## src/rtl/wb_port_arbiter_pkg.sv

```systemverilog
// Shared constants for the register-file write-port arbiter and its scoreboard.
package wb_port_arbiter_pkg;

  localparam int unsigned REG_ADDR_W = 5;
  localparam int unsigned XLEN       = 32;
  localparam int unsigned NUM_REGS   = 32;

  // Bit positions in the grant vector
  localparam int unsigned WB_SRC_P0 = 0;
  localparam int unsigned WB_SRC_P1 = 1;

endpackage

```

## src/rtl/wb_scoreboard.sv

```systemverilog
// Pending-register bitmap for long-latency results, plus the decode hazard lookup.
module wb_scoreboard
  import wb_port_arbiter_pkg::*;
(
  input  logic                  clk_i,
  input  logic                  rst_ni,
  input  logic                  set_i,
  input  logic [REG_ADDR_W-1:0] set_addr_i,
  input  logic                  clr_i,
  input  logic [REG_ADDR_W-1:0] clr_addr_i,
  input  logic [REG_ADDR_W-1:0] rd1_addr_i,
  input  logic [REG_ADDR_W-1:0] rd2_addr_i,
  input  logic                  re1_i,
  input  logic                  re2_i,
  output logic                  hazard_stall_o
);

  logic [NUM_REGS-1:0] pend_q, pend_d;

  always_comb begin
    pend_d = pend_q;
    if (clr_i) begin
      pend_d[clr_addr_i] = 1'b0;
    end
    // Applied after the clear so a newly issued op to the same register stays pending
    if (set_i && (set_addr_i != '0)) begin
      pend_d[set_addr_i] = 1'b1;
    end
    pend_d[0] = 1'b0;
  end

  always_ff @(posedge clk_i or negedge rst_ni) begin
    if (!rst_ni) begin
      pend_q <= '0;
    end else begin
      pend_q <= pend_d;
    end
  end

  assign hazard_stall_o = (re1_i & pend_q[rd1_addr_i]) | (re2_i & pend_q[rd2_addr_i]);

endmodule

```

## src/rtl/wb_port_arbiter.sv

```systemverilog
// Arbitrates the single register-file write port between P0 (pipeline) and P1 (long latency),
// with starvation protection for P1 and a registered write output.
module wb_port_arbiter
  import wb_port_arbiter_pkg::*;
#(
  parameter int unsigned STARVE_MAX = 4,
  parameter int unsigned CNT_W      = 4
) (
  input  logic                  clk,
  input  logic                  reset_n,
  input  logic                  p0_valid,
  input  logic [REG_ADDR_W-1:0] p0_addr,
  input  logic [XLEN-1:0]       p0_data,
  output logic                  p0_ready,
  input  logic                  p1_valid,
  input  logic [REG_ADDR_W-1:0] p1_addr,
  input  logic [XLEN-1:0]       p1_data,
  output logic                  p1_ready,
  input  logic                  sb_set,
  input  logic [REG_ADDR_W-1:0] sb_addr,
  input  logic [REG_ADDR_W-1:0] rd1_addr,
  input  logic [REG_ADDR_W-1:0] rd2_addr,
  input  logic                  re1,
  input  logic                  re2,
  output logic                  hazard_stall,
  output logic                  wb_we,
  output logic [REG_ADDR_W-1:0] wb_waddr,
  output logic [XLEN-1:0]       wb_wdata
);

  logic [1:0]            grant;
  logic                  starved;
  logic [CNT_W-1:0]      starve_cnt_q, starve_cnt_d;
  logic                  wb_we_q, wb_we_d;
  logic [REG_ADDR_W-1:0] wb_waddr_q, wb_waddr_d;
  logic [XLEN-1:0]       wb_wdata_q, wb_wdata_d;

  assign starved = (starve_cnt_q == CNT_W'(STARVE_MAX));

  // Grants are masked while reset is held so nothing is accepted into a clearing pipeline
  always_comb begin
    grant = 2'b00;
    if (reset_n) begin
      if (p1_valid && (!p0_valid || starved)) begin
        grant[WB_SRC_P1] = 1'b1;
      end else if (p0_valid) begin
        grant[WB_SRC_P0] = 1'b1;
      end
    end
  end

  assign p0_ready = grant[WB_SRC_P0];
  assign p1_ready = grant[WB_SRC_P1];

  always_comb begin
    starve_cnt_d = starve_cnt_q;
    if (p1_valid && !grant[WB_SRC_P1]) begin
      if (!starved) begin
        starve_cnt_d = starve_cnt_q + CNT_W'(1);
      end
    end else begin
      starve_cnt_d = '0;
    end
  end

  // Writes to x0 still consume the slot but never reach the register file
  always_comb begin
    wb_we_d    = 1'b0;
    wb_waddr_d = wb_waddr_q;
    wb_wdata_d = wb_wdata_q;
    if (grant[WB_SRC_P1]) begin
      wb_we_d    = (p1_addr != '0);
      wb_waddr_d = p1_addr;
      wb_wdata_d = p1_data;
    end else if (grant[WB_SRC_P0]) begin
      wb_we_d    = (p0_addr != '0);
      wb_waddr_d = p0_addr;
      wb_wdata_d = p0_data;
    end
  end

  always_ff @(posedge clk or negedge reset_n) begin
    if (!reset_n) begin
      starve_cnt_q <= '0;
      wb_we_q      <= 1'b0;
      wb_waddr_q   <= '0;
      wb_wdata_q   <= '0;
    end else begin
      starve_cnt_q <= starve_cnt_d;
      wb_we_q      <= wb_we_d;
      wb_waddr_q   <= wb_waddr_d;
      wb_wdata_q   <= wb_wdata_d;
    end
  end

  assign wb_we    = wb_we_q;
  assign wb_waddr = wb_waddr_q;
  assign wb_wdata = wb_wdata_q;

  wb_scoreboard u_sb (
    .clk_i          (clk),
    .rst_ni         (reset_n),
    .set_i          (sb_set),
    .set_addr_i     (sb_addr),
    .clr_i          (grant[WB_SRC_P1]),
    .clr_addr_i     (p1_addr),
    .rd1_addr_i     (rd1_addr),
    .rd2_addr_i     (rd2_addr),
    .re1_i          (re1),
    .re2_i          (re2),
    .hazard_stall_o (hazard_stall)
  );

endmodule

```

## config.mk

```make
export PLATFORM = sky130hd
export DESIGN_NAME = wb_port_arbiter
export DESIGN_NICKNAME = d
export VERILOG_FILES = /design/src/rtl/wb_port_arbiter_pkg.sv /design/src/rtl/wb_scoreboard.sv /design/src/rtl/wb_port_arbiter.sv
export SDC_FILE = /design/constraint.sdc
export NUM_CORES = 1
export LEC_CHECK = 0
export ABC_AREA = 0
export CAP_MARGIN = 5
export CORE_ASPECT_RATIO = 1.25
export CORE_UTILIZATION = 24
export DETAILED_ROUTE_END_ITERATION = 7
export PLACE_DENSITY_LB_ADDON = 0.25
export SLEW_MARGIN = 10
export SYNTH_ARGS = -nofsm -noshare
export SYNTH_HDL_FRONTEND = slang
export SYNTH_SLANG_ARGS = --single-unit
```

## constraint.sdc

```tcl
create_clock -name clk -period 4.1 [get_ports clk]
set_clock_uncertainty 0.1 [all_clocks]
set_input_delay 0.41 -clock clk [delete_from_list [all_inputs] [get_ports clk]]
set_output_delay 0.41 -clock clk [all_outputs]
set_load 0.03 [all_outputs]
```

==> results of run 1 <==
==> sequential cells by signal, summed over array words and instances (netlist names) <==
register      cells
wb_we             1
wb_waddr          5
starve_cnt_q      4
u_sb.pend_q      31
wb_wdata         32
==> cells by family after synthesis <==
logic type,Yosys count
AND/OR/NAND/NOR,136
AO/OA/AOI/OAI,119
multiplexers,56
buffers and inverters,34
adder cells (fa/ha/maj),2
flip-flops,73
XOR/XNOR,2
==> final cells by class <==
cell class / count / area share
Clock buffer: 11 / 0.04176
Clock inverter: 5 / 0.01282
Inverter: 7 / 0.004342
Multi-Input combinational cell: 315 / 0.3634
Sequential cell: 73 / 0.3018
Tap cell: 220 / 0.04548
Timing Repair Buffer: 141 / 0.2303
==> power by group <==
group | switching (mW) | internal [mW] | total [mW]
logic | 0.339 | 0.343 | 0.682
clock network | 0.305 | 0.563 | 0.868
registers | 0.106 | 0.852 | 0.958
total | 0.750 | 1.76 | 2.51
==> stage by stage <==
| stage | power, mW | setup slack, ps | cell area [sq um] |
|---|---|---|---|
| 2_1_floorplan | 1.329 | 1917 | 4185 |
| 3_3_place_gp | 1.636 | 760.4 | 5712 |
| 3_5_place_dp | 1.653 | 736.0 | 5712 |
| 4_1_cts | 2.540 | 719.8 | 6052 |
| 5_1_grt | 2.645 | 579.2 | 6052 |
| 6_report | 2.508 | 705.0 | 6052 |
==> worst max-delay path by stage <==
stage | from | end | slack [ps] | depth (start not counted)
after floorplan | rd2_addr[0] | hazard_stall | 1920 | 5
after global placement | rd1_addr[1] | hazard_stall | 760 | 6
after detailed placement | rd2_addr[0] | hazard_stall | 740 | 6
after CTS | rd2_addr[0] | hazard_stall | 720 | 6
after global routing | rd2_addr[1] | hazard_stall | 580 | 6
final | rd2_addr[1] | hazard_stall | 710 | 6
==> worst max-delay path, delay by kind of cell <==
family | cells | cell delay, ps
compound gates | 2 | 430
buf+inv | 2 | 1340
mux | 1 | 570
simple gates | 1 | 140
==> cell usage after synthesis (2+ instances only) <==
cell type and number:
nand3b_1 13, nor2b_1 2, o31ai_1 3, buf_2 7, dfrtp_1 73, or3b_2 4, a21oi_1 40, nand3_1 5
o2111ai_1 6, nor2_1 49, ha_1 2, a31oi_1 3, nor3_1 5, or2b_1 3, xnor2_1 2, nand2b_1 36
mux2i_1 41, buf_6 4, mux4_2 9, inv_1 7, clkbuf_1 15, mux4_1 5, nand2_1 11, o21ai_0 59
==> metal layers <==
layer,vias up,global-route usage,share of wire,routed length (microns)
met5,-,0,0,0
met4,0,0.07563,0.031,386
met3,25,0.04611,0.083,1043
met2,153,0.2348,0.47,5895
met1,1777,0.1776,0.42,5279
li1,1770,-,-,-
==> what timing repair did <==
action | in CTS | in global routing
setup buffers | 0 | 0
endpoints found under the hold margin | 32 | 0
hold buffers | 1 | 0
setup endpoints to repair | 0 | 0
==> results.toml, run 1 <==
[status]
run_status = "complete, no violations"

[timing]
rsz0062_at_grt = "no"
hold-worst-slack_ps = 431.1
tns_ps = 0
maxSlewViolCount = 0
tightest_slew_ps = 866.8
fmax_mhz = 294.6
relSlewSlack = 0.4221
hold_viol_final = 0
setup_viol = 0
fin_crit_sh = 0.8280
min_period_ps = 3395

[detailed_routing]
wirelength_microns = 12600
routed_via_density = 4.825
first_pass_iters = 5
drtIter0Drc = 215
ant_nets = 0
vias = 3725
wl_per_cell_microns = 16.33
drc_errors = 0

[clock_tree]
cts_resized = 0
cts_made_buffers = 9
cts-root-buf = "clkbuf_16"
cts.path.max_buffers = 2
clk_pin_slew_ps = 50
clock_latency_ps = 340
cts_tree = "yes"
cts_sinks = 73
htreeDepth = 3

[yosys]
synth_compound_area_frac = 0.1572
syn_area_sq_mm = 0.004185
synth_top_area_cell = "dfrtp_1"
ys_async_sr_fraction = 1.000
yosys.area_share.simple = 0.1749
ys.flop_type = "dfrtp_1"
synth_area_leaders = "dfrtp_1 (44%), mux2i_1 (9.8%), o21ai_0 (7.1%), nand2b_1 (5.4%), mux4_2 (4.8%)"
syn_area_per_cell_sq_um = 9.918
syn_inst = 422
synth_top_family_by_area = "multiplexers"
synth_edf_count = 0
syn_nets = 520
synthDistinctLibCells = 42
synth_xor_area_frac = 0.004185
synth_warnings = 0
synthAdderAreaFrac = 0.005979
ys_seq_elements = 73
muxShareOfSynthArea = 0.1806
yosysTopAreaCellShare = 0.4365
synth.yosys.seq_area_share = 0.4365

[die]
die_h_microns = 149.6
die_w_microns = 120.1
start_util = 0.2475
ios = 137
rows = 53
die_area_sq_mm = 0.01797
core_area_sq_mm = 0.01691

[layout]
syn2layout_area_growth_pct = 44.60
n_antenna_cell = 0
mostFrequentLayoutCells = "clkdlybuf4s50_1 (134), dfrtp_1 (73), o21ai_0 (59), nor2_1 (49), mux2i_1 (41)"
fin_util = 0.3579
seq_area_sq_mm = 0.001827
nets = 645
fin_cells = 772
fillers = 1733
multiInputGateArea_sq_mm = 0.002200
drive_above_1_share = 0.07246
final_common_cell = "clkdlybuf4s50_1"

[critical_path]
cp-end-kind = "output port"
crit_fanout = 9
required_ps = 3590
critical_path_class = "in2out"
cp_common_cell = "clkdlybuf4s50_1"
cp_data_arrival_time_ps = 2880
critical_path.cell_chain = "clkdlybuf4s50_1 -> mux4_2 -> a21boi_0 -> nand4_1 -> a32o_1 -> clkdlybuf4s50_1"
crit_slowest_cell = "clkdlybuf4s50_1"
reg2reg_slack_ps = 1830
worstReg2RegEnd = "wb_wdata[12]"
regToRegStartpoint = "starve_cnt_q[0]"
cp-start-kind = "primary input"
slowest_delay_ps = 750
reg2reg_depth = 7

[grt]
grt_max_degree = 79
globalRouteTotalUtil = 0.1472
overflow = 0
grt_pass1_vias = 3804
grt_pass1_wl_microns = 20290
antenna_found_initial = 0

[placed_design]
hpwlAfterDp_microns = 9376
io_buffers = 136
gp_congestion = 0.9056
post-place-cells = 755

[hold_path]
hold_start = "p0_valid"
hold_depth = 4
min-delay-path-class = "in2reg"
worst_hold_path.endpoint = "wb_we"

[power_and_ir_drop]
ir_drop_uv = 128.6
leakagePower_nw = 2.316
powerDensity_mw_per_mm2 = 414.4

[job]
maxCapViolations = 0
No activity file was read; power rests on OpenSTA's default activity.
==> inputs of run 2 (changes only) <==
- clock period: 4.1 -> 2.9 ns (I/O delays scaled with it)
==> results.toml, run 2 (synthesis gave the netlist of run 1 again) <==
[layout]
fillers = 1754
fin_area_sq_mm = 0.006107
final_common_cell = "clkdlybuf4s50_1"
multiInputGateArea_sq_mm = 0.002200
drive_above_1_share = 0.08719
seq_area_sq_mm = 0.001827
syn2layout_area_growth_pct = 45.92
mostFrequentLayoutCells = "clkdlybuf4s50_1 (132), dfrtp_1 (73), o21ai_0 (59), nor2_1 (49), mux2i_1 (41)"
nets = 655
largest_reg_flops = 32

[clock_tree]
cts-root-buf = "clkbuf_16"
clock_latency_ps = 330
htreeDepth = 3
cts.path.max_buffers = 2
cts_setup_buffers = 0
cts_sinks = 73
cts_made_buffers = 9
clk_pin_slew_ps = 60
cts_tree = "yes"

[critical_path]
cp-start-kind = "primary input"
crit_fanout = 5
cp_data_arrival_time_ps = 2370
reg2reg_slack_ps = 640
worstReg2RegEnd = "wb_wdata[12]"
cp-end-kind = "output port"
required_ps = 2510
critical_path_class = "in2out"
reg2reg_depth = 7
regToRegStartpoint = "starve_cnt_q[0]"

[die]
rows = 53
die_area_sq_mm = 0.01797
core_area_sq_mm = 0.01691
die_h_microns = 149.6
start_util = 0.2475
ios = 137
die_w_microns = 120.1

[power_and_ir_drop]
leakagePower_nw = 2.361
p_sw_mw = 1.080
ir_drop_uv = 309.4
p_seq_frac = 0.390
power.total_mw = 3.472
intPower_mw = 2.392
p_clk_frac = 0.328
combinationalPowerShare = 0.282
powerDensity_mw_per_mm2 = 568.5
swShare = 0.3110

[grt]
grt_pass1_vias = 3956
overflow = 0
grt_max_degree = 79
antenna_found_initial = 1
grt_pass1_wl_microns = 20820
globalRouteTotalUtil = 0.1485

[timing]
layout_setup_ws_ps = 137.1
tns_ps = 0
min_period_ps = 2763
relSlewSlack = 0.4227
hold_viol_final = 0
tightest_slew_ps = 866.0
rsz0062_at_grt = "no"
fmax_mhz = 361.9
fin_crit_sh = 0.9527
setup_viol = 0
maxSlewViolCount = 0

[detailed_routing]
drc_errors = 0
vias = 3738
routed_via_density = 4.774
ant_nets = 0
drtIter0Drc = 159
first_pass_iters = 4
wl_per_cell_microns = 16.40
wirelength_microns = 12840

[placed_design]
pre_cts_ws_ps = -207.4
postPlaceCellArea_sq_mm = 0.005787
io_buffers = 136
gp_congestion = 0.8524
hpwlAfterDp_microns = 9544

[job]
maxCapViolations = 0

[hold_path]
min-delay-path-class = "in2async"

[status]
run_status = "complete, no violations"
[run 2: power by group through the flow]
stage               sequential (mW)  clock, mW  combinational, mW
finish                         1.35       1.14              0.980
global route                   1.38       1.21               1.07
CTS                            1.35       1.17              0.990
detailed placement             1.37          0              0.987
global placement               1.36          0              0.971
floorplan                      1.45          0              0.428
[run 2: per-layer routing]
layer	share of wire	vias up	GRT usage	wire length, microns
li1	-	1791	-	-
met3	0.080	15	0.04878	1024
met4	0.014	0	0.04813	176
met5	0	-	0	0
met2	0.49	142	0.2454	6238
met1	0.42	1790	0.1814	5402
[run 2: final cells by class]
type	count	area share
diodes	1	0.0004098
clock inverters	5	0.01045
multi-input cells	315	0.3602
well taps	220	0.04507
repair buffers	151	0.2407
inverters	7	0.004302
clock buffers	11	0.03975
flip-flops and latches	73	0.2991
[run 2: timing repair]
action	CTS	global route
resized for setup	1	1
hold buffers	1	0
hold endpoints to repair	11	0
setup endpoints to repair	1	1
[run 2: worst max-delay path by stage]
stage	from	to	cells after the start	slack, ps
final	rd2_addr[0]	hazard_stall	6	140
after global routing	rd2_addr[0]	hazard_stall	6	40
after CTS	rd1_addr[0]	hazard_stall	6	20
after detailed placement	rd1_addr[0]	hazard_stall	6	-210
after global placement	rd1_addr[0]	hazard_stall	6	-130
after floorplan	rd2_addr[0]	hazard_stall	5	960
[run 2: metrics by stage]
step                hold slack, ps  instances    util
finish                       294.4        783  0.3612
detailed placement           78.08        765  0.3422
floorplan                   -105.6        422       -
global placement             69.49        765  0.3422
global route                 314.3        782  0.3610
CTS                          292.2        782  0.3609
[run 2: critical path, cell delays in order]
cell and delay (ps):
clkdlybuf4s50_1 650, mux4_2 550, o221ai_1 230, a31oi_1 70, a32o_1 230, dlygate4sd2_1 350
